### src/rtl/mbist_march_ctrl.sv
// March C- MBIST sequencer for a single-port memory with a RD_LATENCY-deep
// read-compare pipeline. Reports pass/fail, first failing address and a
// saturating mismatch count.
module mbist_march_ctrl #(
  parameter int DATA_WIDTH = 8,
  parameter int ADDR_WIDTH = 4,
  parameter int NUM_WORDS  = 16,
  parameter int RD_LATENCY = 2
) (
  input  logic                  clk,
  input  logic                  rst,
  input  logic                  start,
  output logic                  busy,
  output logic                  done,
  output logic                  fail,
  output logic [ADDR_WIDTH-1:0] fail_addr,
  output logic [7:0]            fail_count,
  output logic                  mem_write_read,
  output logic [ADDR_WIDTH-1:0] mem_address,
  output logic [DATA_WIDTH-1:0] mem_wdata,
  input  logic [DATA_WIDTH-1:0] mem_rdata
);

  typedef enum logic [2:0] {S_IDLE, S_SETUP, S_RUN, S_DRAIN, S_DONE} state_t;
  typedef enum logic [2:0] {E_M0, E_M1, E_M2, E_M3, E_M4, E_M5} elem_t;

  localparam logic [ADDR_WIDTH-1:0] LAST_ADDR = ADDR_WIDTH'(NUM_WORDS - 1);
  localparam int DCW = (RD_LATENCY > 1) ? $clog2(RD_LATENCY) : 1;
  localparam logic [DCW-1:0] DRAIN_LAST = DCW'(RD_LATENCY - 1);

  state_t                state, state_d;
  elem_t                 elem, elem_d, elem_nxt;
  logic                  op_sel, op_sel_d;
  logic [ADDR_WIDTH-1:0] addr, addr_d;
  logic [DATA_WIDTH-1:0] wdata, wdata_d, wdata_nxt;
  logic [DCW-1:0]        drain, drain_d;
  logic                  start_acc;

  logic                  elem_down, elem_two_ops, exp_ones, nxt_down;
  logic                  op_is_write, last_op, last_addr, rd_push;
  logic [DATA_WIDTH-1:0] rd_exp;

  logic                  pv [RD_LATENCY];
  logic [ADDR_WIDTH-1:0] pa [RD_LATENCY];
  logic [DATA_WIDTH-1:0] pe [RD_LATENCY];
  logic                  mismatch;

  // Decode of the current element and the current RUN operation
  always_comb begin
    elem_down    = (elem == E_M3) || (elem == E_M4) || (elem == E_M5);
    elem_two_ops = (elem != E_M0) && (elem != E_M5);
    exp_ones     = (elem == E_M2) || (elem == E_M4);
    op_is_write  = (elem == E_M0) || op_sel;
    last_op      = !elem_two_ops || op_sel;
    last_addr    = elem_down ? (addr == '0) : (addr == LAST_ADDR);
    rd_push      = (state == S_RUN) && !op_is_write;
    rd_exp       = exp_ones ? '1 : '0;
    elem_nxt     = elem_t'(elem + 3'd1);
    nxt_down     = (elem_nxt == E_M3) || (elem_nxt == E_M4) || (elem_nxt == E_M5);
    wdata_nxt    = wdata;
    case (elem_nxt)
      E_M1, E_M3:       wdata_nxt = '1;
      E_M0, E_M2, E_M4: wdata_nxt = '0;
      default:          wdata_nxt = wdata;
    endcase
  end

  // Next-state and sequencing counters
  always_comb begin
    state_d   = state;
    elem_d    = elem;
    op_sel_d  = op_sel;
    addr_d    = addr;
    wdata_d   = wdata;
    drain_d   = drain;
    start_acc = 1'b0;
    case (state)
      S_IDLE, S_DONE: begin
        if (start) begin
          start_acc = 1'b1;
          state_d   = S_SETUP;
          elem_d    = E_M0;
          op_sel_d  = 1'b0;
          addr_d    = '0;
          wdata_d   = '0;
        end
      end
      S_SETUP: begin
        state_d  = S_RUN;
        op_sel_d = 1'b0;
      end
      S_RUN: begin
        if (!last_op) begin
          op_sel_d = 1'b1;
        end else begin
          op_sel_d = 1'b0;
          if (!last_addr) begin
            addr_d = elem_down ? addr - 1'b1 : addr + 1'b1;
          end else if (elem == E_M5) begin
            state_d = S_DRAIN;
            drain_d = '0;
          end else begin
            state_d = S_SETUP;
            elem_d  = elem_nxt;
            addr_d  = nxt_down ? LAST_ADDR : '0;
            wdata_d = wdata_nxt;
          end
        end
      end
      S_DRAIN: begin
        if (drain == DRAIN_LAST) state_d = S_DONE;
        else                     drain_d = drain + 1'b1;
      end
      default: state_d = S_IDLE;
    endcase
  end

  // State and sequencing registers
  always_ff @(posedge clk or posedge rst) begin
    if (rst) begin
      state  <= S_IDLE;
      elem   <= E_M0;
      op_sel <= 1'b0;
      addr   <= '0;
      wdata  <= '0;
      drain  <= '0;
    end else begin
      state  <= state_d;
      elem   <= elem_d;
      op_sel <= op_sel_d;
      addr   <= addr_d;
      wdata  <= wdata_d;
      drain  <= drain_d;
    end
  end

  // Read-compare pipeline: tracks {valid, address, expected} per issued read
  always_ff @(posedge clk or posedge rst) begin
    if (rst) begin
      for (int unsigned i = 0; i < RD_LATENCY; i++) begin
        pv[i] <= 1'b0;
        pa[i] <= '0;
        pe[i] <= '0;
      end
    end else begin
      pv[0] <= rd_push;
      pa[0] <= addr;
      pe[0] <= rd_exp;
      for (int unsigned i = 1; i < RD_LATENCY; i++) begin
        pv[i] <= pv[i-1];
        pa[i] <= pa[i-1];
        pe[i] <= pe[i-1];
      end
    end
  end

  assign mismatch = pv[RD_LATENCY-1] && (mem_rdata != pe[RD_LATENCY-1]);

  // Fail status: cleared on start acceptance, updated on each mismatch
  always_ff @(posedge clk or posedge rst) begin
    if (rst) begin
      fail       <= 1'b0;
      fail_addr  <= '0;
      fail_count <= '0;
    end else if (start_acc) begin
      fail       <= 1'b0;
      fail_addr  <= '0;
      fail_count <= '0;
    end else if (mismatch) begin
      fail <= 1'b1;
      if (!fail) fail_addr <= pa[RD_LATENCY-1];
      if (fail_count != 8'hFF) fail_count <= fail_count + 8'd1;
    end
  end

  assign busy           = (state == S_SETUP) || (state == S_RUN) || (state == S_DRAIN);
  assign done           = (state == S_DONE);
  assign mem_write_read = (state == S_RUN) && op_is_write;
  assign mem_address    = addr;
  assign mem_wdata      = wdata;

endmodule
### config.mk
export PLATFORM = sky130hd
export DESIGN_NAME = mbist_march_ctrl
export DESIGN_NICKNAME = d
export VERILOG_FILES = /design/src/rtl/mbist_march_ctrl.sv
export SDC_FILE = /design/constraint.sdc
export NUM_CORES = 1
export LEC_CHECK = 0
export ABC_AREA = 1
export BUFFER_PORTS_ARGS = -buffer_cell sky130_fd_sc_hd__buf_2
export CAP_MARGIN = 20
export CORE_MARGIN = 8
export CORE_UTILIZATION = 55
export DETAILED_ROUTE_END_ITERATION = 10
export PLACE_DENSITY = 0.83
export SYNTH_ARGS = -nofsm -noshare
export SYNTH_HDL_FRONTEND = slang
export SYNTH_SLANG_ARGS = --single-unit
### constraint.sdc
create_clock -name clk -period 2.2 [get_ports clk]
set_input_delay 0.22 -clock clk [delete_from_list [all_inputs] [get_ports clk]]
set_output_delay 0.22 -clock clk [all_outputs]
set_load 0.005 [all_outputs]
==> out/metrics.cfg <==
[clock_tree]
cts_max_path_buffers=2
htree_levels=2
cts_sinks=38
cts_resized=0
insertion_delay_ns=0.30
cts_buffers=5
clk_transition_reported_paths_ns=0.08
cts_root_buf=clkbuf_8
cts_tree=built

[drt]
routedWlPerCell_um=12.7
wl_mm=4.54
dr.pass1.iters=4
num_vias=1828
drc=0
antenna_left=0
drt-initial-drc-count=149
vias_per_cell=5.11

[sta]
fin_skew_ns=0.00637
max_slew_margin=0.573
tns_ns=0
layout_worst_path_cycle_share=0.922
slew_violations=0
fin_crit_ns=2.03
clock.fmax_ghz=0.493
worstMarginPinSlew_ns=0.640
setup_viol=0
finalHoldViolCount=0

[run_status]
status=finished, final reports clean

[worst_setup_path]
crit_start=elem[0]
critPathKind=reg -> reg
crit_path_start_kind=flop
r2r_start=elem[0]
crit_required_ns=2.39
worstPathArrival_ns=2.22
worstSetupEndpointType=flop
crit_fanout=5

[floorplan]
row_count=23
core-area_mm2=0.00391
dieArea_mm2=0.00624
pin_count=39
die_w_um=79.0
start_util=0.558
die_y_um=79.0

[pwr]
vdd_drop_max_mv=0.564
p_per_area_mw_per_mm2=965
p_leak_nw=1.43
report.power.total_mw=2.41

[flow_run]
maxCapViolCount=0

[final_layout]
final_cell_mix=72 x nand2_1, 38 x dfrtp_1, 38 x buf_2
final_common_cell=nand2_1
seq_area_um2=951
num-nets-final=328
n_antenna_cell=0
areaGrowthSynthToFinish_pct=14.3
multiInputGateArea_mm2=0.00103
final_core_util=0.637
fin_cells=358
drive_gt1_frac=0.240
fillCellCount=357

[global_route]
track_usage=0.154
gr-total-overflow=0
antenna_found_initial=0
grt_max_degree=39
first_global_vias=1734
grt_pass1_wl_mm=7.82

[placement]
finalWeightedCongestion=0.859
io_buffers=38
dpl.hpwl_mm=3.37
place_inst=347

[synthesis]
syn_nets=289
synth_area_per_cell_um2=8.14
synth_warnings=0
syn_inst=268
synthDistinctLibCells=30
ys_ff_latch=38
ys.flop_type=dfrtp_1
synth_edf_count=0
ys_seq_area_frac=0.436
async_flop_share=1.00
synth_area_mm2=0.00218

[hold_path]
hold_class=in -> async

==> kinds of logic after synthesis <==
family	count (synthesis)	share of synthesized area
XOR/XNOR	6	0.0241
AND/OR/NAND/NOR	150	0.334
adder cells (fa/ha/maj)	10	0.0608
flip-flops	38	0.436
AO/OA/AOI/OAI	19	0.0533
buffers and inverters	45	0.0917
==> what timing repair did <==
action | in CTS | in global routing
hold buffers | 0 | 0
setup buffers | 0 | 3
setup endpoints to repair | 0 | 1
==> per-layer routing <==
metal,track usage,share of wire
met5,0,0
met4,0.0722,0.021
met3,0.0406,0.050
met2,0.256,0.50
met1,0.182,0.43
==> worst max-delay path: stages (launching register included) <==
cell	delay (ns)
dfrtp_1	0.43
buf_4	0.15
ha_1	0.21
nand2_2	0.14
nand3_4	0.12
ha_1	0.28
nand2_1	0.06
nand2_1	0.05
a21oi_1	0.17
inv_1	0.06
nand3_1	0.07
nand3_1	0.06
nand3_1	0.08
nand2_1	0.05
==> power breakdown <==
part / total [mW] / internal [mW] / switching, mW
Sequential: 0.931 / 0.817 / 0.114
Clock: 0.508 / 0.252 / 0.256
Combinational: 0.969 / 0.359 / 0.610
==> layout make-up <==
cell class,count,area share
Multi-Input combinational cell,185,0.413
Timing Repair Buffer,42,0.0883
Clock inverter,2,0.00502
Sequential cell,38,0.381
Clock buffer,6,0.0331
Inverter,35,0.0537
Tap cell,50,0.0251
==> metrics by stage <==
step	hold WS [ns]	area (µm²)	setup slack (ns)
2_1_floorplan	0.331	2180	0.353
3_3_place_gp	0.331	2380	0.277
3_5_place_dp	0.335	2380	0.196
4_1_cts	0.0379	2470	0.181
5_1_grt	0.0828	2490	-0.000768
6_report	0.0167	2490	0.172
==> synthesized netlist by cell type (2+ instances only) <==
| library cell | instances | area share |
|---|---|---|
| a21oi_1 | 3 | 0.0069 |
| a21oi_2 | 2 | 0.0080 |
| buf_2 | 2 | 0.0046 |
| buf_4 | 7 | 0.024 |
| dfrtp_1 | 38 | 0.44 |
| ha_1 | 9 | 0.052 |
| inv_1 | 32 | 0.055 |
| inv_2 | 2 | 0.0034 |
| nand2_1 | 72 | 0.12 |
| nand2_2 | 5 | 0.014 |
| nand2_4 | 3 | 0.015 |
| nand3_1 | 21 | 0.048 |
| nand3_2 | 3 | 0.014 |
| nand4_1 | 17 | 0.049 |
| nor2_1 | 19 | 0.033 |
| nor2_2 | 3 | 0.0086 |
| nor2_4 | 2 | 0.010 |
| nor3_1 | 2 | 0.0046 |
| o21ai_0 | 8 | 0.018 |
| o21ai_1 | 4 | 0.0092 |
| xor2_1 | 5 | 0.020 |
==> path summary, 6_finish.rpt <==
kind / end / slack (ns) / cells after the start
max: mem_address[3] / 0.17 / 13
max reg2reg: mem_address[3] / 0.17 / 13
min: fail_addr[2] / 0.02 / 3
min in group clk: fail / 0.30 / 4
min reg2reg: pv[0] / 0.34 / 0
max in group asynchronous: pe[6] / 1.85 / 3
==> sequential cells by signal, indices dropped and copies added, names as in the netlist <==
name,count
pa,8
op_sel,1
elem,3
pe,2
mem_address,4
pv,2
fail_count,8
fail_addr,4
mem_wdata,1
drain,1
fail,1
state,3
(Power assumes the default switching activity.)
